**config.mk**
```make
export PLATFORM = sky130hd
export DESIGN_NAME = multicycle_datapath
export DESIGN_NICKNAME = d
export VERILOG_FILES = /design/src/rtl/multicycle_datapath.sv
export SDC_FILE = /design/constraint.sdc
export NUM_CORES = 1
export LEC_CHECK = 0
export ABC_AREA = 1
export CAP_MARGIN = 25
export CORE_AREA = 3 3 156 158
export CTS_BUF_LIST = sky130_fd_sc_hd__clkbuf_4
export DETAILED_ROUTE_END_ITERATION = 8
export DIE_AREA = 0 0 159 161
export HOLD_SLACK_MARGIN = 0.03
export PLACE_DENSITY = 0.81
export RECOVER_POWER = 25
export SYNTH_ARGS = -nofsm -noshare
export SYNTH_HDL_FRONTEND = slang
export SYNTH_SLANG_ARGS = --single-unit
```
**constraint.sdc**
```tcl
create_clock -name clk -period 4.3 [get_ports clk]
set_input_delay 0.43 -clock clk [delete_from_list [all_inputs] [get_ports clk]]
set_output_delay 0.43 -clock clk [all_outputs]
set_load 0.01 [all_outputs]
```
**src/rtl/multicycle_datapath.sv**
```systemverilog
// multicycle_datapath: four-state (FETCH/DECODE/EXEC/WB) 19-bit instruction core
// with an 8-entry register file, carry/zero flags, branches and a return stack.
// Optional build macro R0_ZERO_EN: register 0 reads as zero and ignores writes.
module multicycle_datapath #(
    parameter int DATA_W      = 8,
    parameter int PC_W        = 12,
    parameter int STACK_DEPTH = 8
) (
    input  logic            clk,
    input  logic            rst,
    output logic [PC_W-1:0] imem_addr,
    output logic            imem_req,
    input  logic [18:0]     imem_data,
    input  logic            imem_valid,
    output logic            flag_c,
    output logic            flag_z,
    output logic            halted,
    output logic            stack_err
);
    localparam int AW   = $clog2(STACK_DEPTH);
    localparam int SP_W = AW + 1;

    typedef enum logic [2:0] {S_FETCH, S_DECODE, S_EXEC, S_WB, S_HALT} state_t;

    state_t             r_state, w_state_next;
    logic [PC_W-1:0]    r_pc;
    logic [18:0]        r_ir;
    logic [DATA_W-1:0]  r_regs [8];
    logic               r_flag_c, r_flag_z, r_err;
    logic [SP_W-1:0]    r_sp;
    logic [PC_W-1:0]    r_stack [STACK_DEPTH];
    logic [PC_W-1:0]    r_ret_addr;
    logic [DATA_W-1:0]  r_op_a, r_op_b, r_alu_res;
    logic               r_alu_c;

    // Instruction field decode
    logic [1:0]        w_class, w_cond;
    logic [2:0]        w_op, w_rd, w_rs1, w_rs2;
    logic [PC_W-1:0]   w_target, w_pc_inc;
    logic [AW-1:0]     w_sp_top;
    assign w_class  = r_ir[18:17];
    assign w_op     = r_ir[16:14];
    assign w_cond   = r_ir[16:15];
    assign w_rd     = r_ir[13:11];
    assign w_rs1    = r_ir[10:8];
    assign w_rs2    = r_ir[7:5];
    assign w_target = r_ir[PC_W-1:0];
    assign w_pc_inc = r_pc + 1'b1;
    assign w_sp_top = r_sp[AW-1:0] - 1'b1;

    logic w_is_call, w_is_ret, w_is_halt, w_call_full, w_ret_empty, w_stop, w_taken;
    assign w_is_call   = (w_class == 2'b10) && (w_cond == 2'b11);
    assign w_is_ret    = (w_class == 2'b11) && !r_ir[16];
    assign w_is_halt   = (w_class == 2'b11) && r_ir[16];
    assign w_call_full = w_is_call && (r_sp == SP_W'(STACK_DEPTH));
    assign w_ret_empty = w_is_ret && (r_sp == '0);
    assign w_stop      = w_is_halt || w_call_full || w_ret_empty;

    // Conditional branch evaluation against the committed flags
    always_comb begin
        w_taken = 1'b0;
        case (w_cond)
            2'b00:   w_taken = 1'b1;
            2'b01:   w_taken = r_flag_z;
            2'b10:   w_taken = r_flag_c;
            default: w_taken = 1'b0;
        endcase
    end

    // Register file read ports, optionally hard-wiring r0 to zero
    logic [DATA_W-1:0] w_rs1_val, w_rs2_val;
    always_comb begin
        w_rs1_val = r_regs[w_rs1];
        w_rs2_val = r_regs[w_rs2];
`ifdef R0_ZERO_EN
        if (w_rs1 == 3'd0) w_rs1_val = '0;
        if (w_rs2 == 3'd0) w_rs2_val = '0;
`endif
    end

    // ALU on the operands latched in DECODE
    logic [DATA_W:0]   w_sum;
    logic [DATA_W-1:0] w_alu_res;
    logic              w_alu_c;
    always_comb begin
        w_sum     = (DATA_W+1)'(r_op_a) + (DATA_W+1)'(r_op_b)
                  + (DATA_W+1)'((w_op == 3'b001) ? r_flag_c : 1'b0);
        w_alu_res = w_sum[DATA_W-1:0];
        w_alu_c   = w_sum[DATA_W];
        case (w_op)
            3'b010: begin w_alu_res = r_op_a - r_op_b;    w_alu_c = (r_op_a < r_op_b); end
            3'b011: begin w_alu_res = r_op_a & r_op_b;    w_alu_c = 1'b0; end
            3'b100: begin w_alu_res = r_op_a | r_op_b;    w_alu_c = 1'b0; end
            3'b101: begin w_alu_res = r_op_a ^ r_op_b;    w_alu_c = 1'b0; end
            3'b110: begin w_alu_res = r_op_a << 1;        w_alu_c = r_op_a[DATA_W-1]; end
            3'b111: begin w_alu_res = r_op_a >> 1;        w_alu_c = r_op_a[0]; end
            default: ;
        endcase
    end

    // Register file write port (active in WB for ALU and load-immediate)
    logic              w_rf_we;
    logic [DATA_W-1:0] w_rf_wdata;
    always_comb begin
        w_rf_we    = (r_state == S_WB) && ((w_class == 2'b00) || (w_class == 2'b01));
`ifdef R0_ZERO_EN
        if (w_rd == 3'd0) w_rf_we = 1'b0;
`endif
        w_rf_wdata = (w_class == 2'b01) ? DATA_W'(r_ir[7:0]) : r_alu_res;
    end

    // Next-state logic; a fetch waits for valid data, errors and halt park in HALT
    always_comb begin
        w_state_next = r_state;
        case (r_state)
            S_FETCH:  if (imem_valid) w_state_next = S_DECODE;
            S_DECODE: w_state_next = S_EXEC;
            S_EXEC:   w_state_next = S_WB;
            S_WB:     w_state_next = w_stop ? S_HALT : S_FETCH;
            default:  w_state_next = S_HALT;
        endcase
    end

    // State register
    always_ff @(posedge clk) begin
        if (rst) r_state <= S_FETCH;
        else     r_state <= w_state_next;
    end

    // Instruction register, captured when the fetch completes
    always_ff @(posedge clk) begin
        if (rst)                                  r_ir <= '0;
        else if (r_state == S_FETCH && imem_valid) r_ir <= imem_data;
    end

    // Datapath pipeline registers: operands in DECODE, ALU result and return address in EXEC
    always_ff @(posedge clk) begin
        if (r_state == S_DECODE) begin
            r_op_a <= w_rs1_val;
            r_op_b <= w_rs2_val;
        end
        if (r_state == S_EXEC) begin
            r_alu_res  <= w_alu_res;
            r_alu_c    <= w_alu_c;
            r_ret_addr <= r_stack[w_sp_top];
        end
    end

    // Return-stack storage, written by a non-overflowing call in WB
    always_ff @(posedge clk) begin
        if (r_state == S_WB && w_is_call && !w_call_full)
            r_stack[r_sp[AW-1:0]] <= w_pc_inc;
    end

    // Register file
    always_ff @(posedge clk) begin
        if (rst) begin
            for (int i = 0; i < 8; i++) r_regs[i] <= '0;
        end else if (w_rf_we) begin
            r_regs[w_rd] <= w_rf_wdata;
        end
    end

    // Architectural commit in WB: PC, flags, stack pointer, sticky error
    always_ff @(posedge clk) begin
        if (rst) begin
            r_pc     <= '0;
            r_flag_c <= 1'b0;
            r_flag_z <= 1'b0;
            r_sp     <= '0;
            r_err    <= 1'b0;
        end else if (r_state == S_WB) begin
            r_pc <= w_pc_inc;
            case (w_class)
                2'b00: begin
                    r_flag_c <= r_alu_c;
                    r_flag_z <= (r_alu_res == '0);
                end
                2'b10: begin
                    if (w_is_call) begin
                        if (w_call_full) begin
                            r_err <= 1'b1;
                            r_pc  <= r_pc;
                        end else begin
                            r_sp <= r_sp + 1'b1;
                            r_pc <= w_target;
                        end
                    end else if (w_taken) begin
                        r_pc <= w_target;
                    end
                end
                2'b11: begin
                    if (w_is_ret) begin
                        if (w_ret_empty) begin
                            r_err <= 1'b1;
                            r_pc  <= r_pc;
                        end else begin
                            r_sp <= r_sp - 1'b1;
                            r_pc <= r_ret_addr;
                        end
                    end
                end
                default: ;
            endcase
        end
    end

    assign imem_addr = r_pc;
    assign imem_req  = (r_state == S_FETCH) && !rst;
    assign flag_c    = r_flag_c;
    assign flag_z    = r_flag_z;
    assign halted    = (r_state == S_HALT);
    assign stack_err = r_err;
endmodule
```
Word-level counts from Yosys, hierarchy flattened
Memories as Yosys holds them, arrays and structs flattened. A register that Yosys moved wholly into a read port is not among the register bits.
Cells that the tools add are included.
{"block": "word_totals", "reg_bits": 50, "mem_bits_rw": 160, "inputBits": 22, "wordCells": 111, "memories": 2}
{"block": "classes", "n_addsub": 7, "magnitude_cmp": 1, "eq_ne": 27, "muxes": 34, "n_bitwise": 3, "n_reduce_logical": 28}
{"memory": "r_stack", "depth": 8, "width": 12, "rd": 1, "rd_clocked_by_memory_dff": 1, "write_ports": 1, "line_no": "31", "text": "logic [PC_W-1:0] r_stack [STACK_DEPTH];"}
{"memory": "r_regs", "depth": 8, "width": 8, "rd": 2, "rd_clocked_by_memory_dff": 2, "write_ports": 8, "line_no": "28", "text": "logic [DATA_W-1:0] r_regs [8];"}
{"cell": "$mux 12", "n": 5}
{"cell": "$pmux 8 s6", "n": 1}
{"cell": "$pmux 12 s2", "n": 1}
{"cell": "$mux 4", "n": 4}
{"cell": "$mux 8", "n": 2}
{"cell": "$eq 3x3->1 const B", "n": 5}
{"cell": "$ne 2x2->1 const B", "n": 7}
{"cell": "$mux 1", "n": 13}
{"cell": "$add 12x1->12 const B", "n": 1}
{"cell": "$eq 3x2->1 const B", "n": 4}
{"cell": "$pmux 3 s4", "n": 1}
{"cell": "$reduce_and 6->1", "n": 2}
{"cell": "$logic_and 1x1->1", "n": 10}
{"cell": "$add 8x8->9", "n": 1}
{"cell": "$add 9x1->9", "n": 1}
{"cell": "$mux 3", "n": 3}
{"cell": "$and 8x8->8", "n": 1}
{"cell": "$eq 2x2->1 const B", "n": 4}
{"cell": "$logic_not 8->1", "n": 1}
{"cell": "$lt 8x8->1", "n": 1}
{"cell": "$or 8x8->8", "n": 1}
{"cell": "$pmux 4 s2", "n": 1}
{"cell": "$reduce_or 8->1", "n": 1}
{"cell": "$sub 8x8->8", "n": 1}
{"cell": "20 further kinds", "n": 28}

Depth between registers and ports, before layout
{"block": "depth", "depth_word": 8, "ltp_mapped": 13}

Worst setup path before layout
No wires, ideal clock.
{"block": "synth_timing", "path_kind": "register to register", "from": "register r_sp[0]", "to": "memory r_stack[0][0] (enable)", "arrival_ns": 2.267, "required_ns": 3.904, "path_slack_ns": 1.636, "path_stages_with_launch": 10, "path_buffers": 2, "period_less_slack_ns": 2.664, "cell_sequence": "dfxtp_1 -> clkbuf_1 -> inv_1 -> clkbuf_1 -> ha_1 -> nand3_1 -> nand3_1 -> inv_1 -> nand2_1 -> nor3_1"}
{"block": "synth_via", "elab_chain_cells": 6}
{"element": "start, declared", "line_no": "30", "text": "logic [SP_W-1:0] r_sp;"}
{"element": "start signal, assigned", "line_no": "185", "text": "r_sp <= r_sp + 1'b1;"}
{"element": "start signal, assigned", "line_no": "198", "text": "r_sp <= r_sp - 1'b1;"}
{"element": "$eq 4x4->1", "line_no": "55", "text": "assign w_call_full = w_is_call && (r_sp == SP_W'(STACK_DEPTH));"}
{"element": "$logic_and 1x1->1", "line_no": "55"}
{"element": "$logic_not 1->1", "line_no": "151", "text": "if (r_state == S_WB && w_is_call && !w_call_full)"}
{"element": "$logic_and 1x1->1", "line_no": "151"}
{"element": "$mux 1", "line_no": "151"}
{"element": "$mux 1 (not written as such)", "line_no": "152", "text": "r_stack[r_sp[AW-1:0]] <= w_pc_inc;"}
{"element": "end, declared", "line_no": "31"}
Parallel ways exist; a longest one is shown, timed or not.

Worst setup path after layout
{"block": "layout_timing", "from": "register r_ir[16]", "to": "register r_alu_res[4] (data pin)"}
{"block": "layout_via", "elab_chain_cells": 4, "elab_cells_between_ends": 10, "classes_between": "1 x add/sub; 7 x eq/ne; 2 x mux"}
{"element": "start, declared", "line_no": "27", "text": "logic [18:0] r_ir;"}
{"element": "start signal, assigned", "line_no": "133", "text": "else if (r_state == S_FETCH && imem_valid) r_ir <= imem_data;"}
{"element": "$eq 3x1->1", "line_no": "87", "text": "+ (DATA_W+1)'((w_op == 3'b001) ? r_flag_c : 1'b0);"}
{"element": "$mux 1", "line_no": "87"}
{"element": "$add 9x1->9", "line_no": "87"}
{"element": "$pmux 8 s6 (*)", "line_no": "90", "text": "case (w_op)"}
{"element": "net w_alu_res[4]", "line_no": "83", "text": "logic [DATA_W-1:0] w_alu_res;"}
{"element": "end signal, assigned", "line_no": "143", "text": "r_alu_res <= w_alu_res;"}
{"element": "end, declared", "line_no": "33", "text": "logic [DATA_W-1:0] r_op_a, r_op_b, r_alu_res;"}
The timed path passes the listed nets; every way through them passes the cells marked *.
A chain may end at the register's enable or synchronous reset.

==> summary.log <==
qor: setup_path.worst_setup_path_end_kind flip-flop
qor: setup_path.setup.worst_path.class reg -> reg
qor: drt.route.detailed.drc 0
qor: clock_network.number_of_hold_repair_buffers_added_at_the_cts_stage 0
qor: synthesis.ys_warn_count 0
qor: layout.num-fill-cells 2004
qor: run.cap_viol_max_count 0
qor: synthesis.synth_edf_count 197
qor: clock_network.cts_tree yes
qor: global_routing.grt_max_degree 54
qor: placement.placed_area 12640 sq um
qor: synthesis.yosys.cell_types.count 41
qor: synthesis.synthDominantCellAreaShare 0.4939
qor: placement.place.detailed.instances 1627
qor: layout.multiInputGateArea 4528 sq um
qor: synthesis.synth_area_leaders edfxtp_1, nor2_1, dfxtp_1
qor: setup_path.cp-start-kind flip-flop
qor: global_routing.number_of_antenna_violations_at_the_first_check_in_global_routing 1
qor: floorplan.floorplan.die.height 161 um
qor: clock_network.cts_made_buffers 60
qor: clock_network.clock_sink_count 238
qor: sta.max_slew_margin 0.08357
qor: drt.first_iter_violations 1115
qor: drt.routedWlPerCell 17.26 um
qor: floorplan.die_area 25600 sq um
qor: sta.finalCritPeriodShare 0.6318
qor: clock_network.max-clock-path-buffers 3
qor: synthesis.synthesis.area_per_instance 9.109 sq um
qor: placement.placement.io_buffers 38
qor: run_status.status finished, final reports clean
qor: setup_path.worst-path-max-fanout 9
qor: sta.maxClockFrequency 368.1 MHz
qor: synthesis.seq_area_frac_synth 0.5624
qor: floorplan.rows 56
qor: clock_network.cts_resized 0
qor: sta.setup_repair_after_global_routing_missed_its_margin no
qor: synthesis.synth_area_leader_cell edfxtp_1
qor: layout.layout_area_overhead 13.08%
qor: floorplan.die_w 159 um
qor: drt.detailroute.via_count 9737
qor: setup_path.critPathArrivalTime 3110 ps
qor: sta.slew_violations 0
qor: drt.drt_first_pass_iters 6
qor: worst_hold_path.worstHoldPathType in -> reg
qor: global_routing.via_count_of_the_first_global_routing_pass 9056
qor: sta.timing.final.hold_violations 0
qor: sta.worstMarginPinSlew 1375 ps
qor: sta.setup_total_negative_slack 0 ps
qor: layout.layout.cells.non_filler 1747
qor: layout.final_net_count 1430
qor: placement.gpl.final_weighted_congestion 0.9490
qor: power_and_ir_drop.power_per_cell_area 394.6 nW/um^2
qor: clock_network.clkSlewWorstSetupHoldPaths 70 ps
qor: sta.finalClockSkew 68.66 ps
qor: setup_path.cp_data_required_time 4690 ps
qor: layout.seq_area 6736 sq um
qor: clock_network.clockRootBuffer clkbuf_4
qor: synthesis.synth_cells 1315
qor: clock_network.cts.repair_timing.setup_buffer_count 0
qor: synthesis.dominantRegCellSynth edfxtp_1
qor: layout.final_area 13540 sq um
qor: power_and_ir_drop.total_power 5345 uW
qor: synthesis.post_synth_instance_area 11980 sq um
qor: drt.routed_wl 30160 um
qor: power_and_ir_drop.power.static_leakage 0.005479 uW
qor: floorplan.floorplan.initialDensity 0.5149
qor: global_routing.grt_first_pass_wirelength 47600 um
qor: global_routing.track_usage 0.2299
qor: layout.final_layout_size_suffix_gt1_frac 0.1072
qor: synthesis.synth_seq_cells 238
qor: sta.setup-violations-final 0
qor: drt.viasPerCell 5.574
qor: sta.post_route_setup_slack 1583 ps
qor: global_routing.global_route.overflow_total 0
qor: clock_network.clock_network_latency_to_the_later_pin_of_the_worst_skew_pair 710 ps
qor: drt.antenna_violating_nets_remaining 0
qor: synthesis.ys_async_sr_fraction 0
qor: power_and_ir_drop.irDropWorstVdd 0.2190 mV
qor: floorplan.num_io_pins 39
qor: placement.place.detailed.hpwl 20930 um
qor: placement.dp_worst_setup_slack 1386 ps
qor: sta.layout_min_cycle_time 2717 ps
qor: synthesis.postSynthNetCount 1370
qor: floorplan.core_area 23260 sq um
qor: clock_network.ctsHtreeMaxLevel 2
==> worst max-delay path, stage by stage (launching register included) <==
cell and delay, ps:
dfxtp_1 400, nor2_1 570, inv_1 180, nor3_1 210
fa_1 280, fa_1 260, nand3_1 90, nand3_1 130
a21oi_1 70, o21ai_0 90, nand4_1 130
==> cell usage after synthesis (all sizes together) (3+ instances only) <==
| master | count |
|---|---|
| o22ai | 6 |
| a31oi | 28 |
| edfxtp | 197 |
| o21ai | 172 |
| buf | 16 |
| fa | 4 |
| clkbuf | 42 |
| a22oi | 3 |
| nand4 | 15 |
| a21oi | 82 |
| clkinv | 3 |
| nor2 | 261 |
| nand2 | 199 |
| xor2 | 7 |
| nor3 | 10 |
| nand3 | 46 |
| dfxtp | 41 |
| inv | 124 |
| ha | 29 |
| o211ai | 18 |
==> path summary, 6_finish.rpt <==
kind	from	cells after the start	slack, ps	endpoint
setup reg to reg	r_ir[16]	10	1580	r_alu_res[4]
hold / removal	imem_data[3]	3	360	r_ir[3]
hold reg to reg	r_ir[1]	2	480	r_ir[1]
setup / recovery	r_ir[16]	10	1580	r_alu_res[4]
==> kinds of logic (layout without fill, tap and decap cells) <==
group / count (synthesis) / count (layout) / share of synthesized area
AOI/OAI and AO/OA: 316 / 316 / 0.1442
xor gates and xnor gates: 9 / 9 / 0.006581
adders and majority gates: 33 / 33 / 0.03698
buffers and inverters: 185 / 297 / 0.06017
DFF: 238 / 238 / 0.5624
other: 0 / 1 / 0
and+or+nand+nor: 534 / 534 / 0.1897
==> registers in the layout, indices dropped and copies added, names as in the netlist <==
| register | count |
|---|---|
| r_alu_c | 1 |
| flag_c | 1 |
| r_alu_res | 8 |
| r_sp | 4 |
| imem_addr | 12 |
| r_op_b | 8 |
| r_ir | 19 |
| r_ret_addr | 12 |
| stack_err | 1 |
| r_state | 3 |
| r_op_a | 8 |
| r_regs | 64 |
| r_stack | 96 |
| flag_z | 1 |
==> cells in the final DEF, fill, tap and decap left out, drive strengths merged, types with 2 or more instances in the layout <==
cell type / n
a21oi: 82
clkinv: 27
o21ai: 172
ha: 29
o2bb2ai: 2
buf: 14
edfxtp: 197
bufinv: 3
clkdlybuf4s50: 38
nor2: 261
nand2: 199
fa: 4
nand4: 15
nand3: 46
o22ai: 6
xor2: 7
dfxtp: 41
a22oi: 3
nor3: 10
clkbuf: 90
a31oi: 28
inv: 125
o21bai: 2
o21a: 2
xnor2: 2
o211ai: 18
==> where the power goes <==
part / leakage (uW) / switching (uW) / internal, uW / total (uW)
logic: 0.00262 / 444 / 193 / 636
clock network: 0.000500 / 941 / 1120 / 2060
registers: 0.00235 / 73.0 / 2570 / 2650
total: 0.00548 / 1460 / 3890 / 5340
==> per-stage QoR <==
stage,util,hold WS [ps]
after floorplan,-,444.7
after global placement,0.5421,466.2
after detailed placement,0.5436,469.3
after CTS,0.5805,301.0
after global routing,0.5822,320.6
final,0.5822,359.1
==> metal layers <==
| metal | global-route usage | up-vias | wire length [um] |
|---|---|---|---|
| met5 | 0 | - | 0 |
| met4 | 0.07282 | 0 | 632 |
| met3 | 0.04334 | 54 | 2807 |
| met2 | 0.3581 | 468 | 13650 |
| met1 | 0.3294 | 4570 | 13070 |
| li1 | - | 4645 | - |
==> final cells by class <==
| cell class | count | share of cell area |
|---|---|---|
| Inverter | 127 | 0.03520 |
| Antenna cell | 1 | 0.0001848 |
| Clock buffer | 86 | 0.04767 |
| Clock inverter | 28 | 0.01570 |
| Sequential cell | 238 | 0.4974 |
| Multi-Input combinational cell | 892 | 0.3343 |
| Timing Repair Buffer | 56 | 0.04009 |
| Tap cell | 319 | 0.02947 |
No activity file was read; power rests on OpenSTA's default activity.
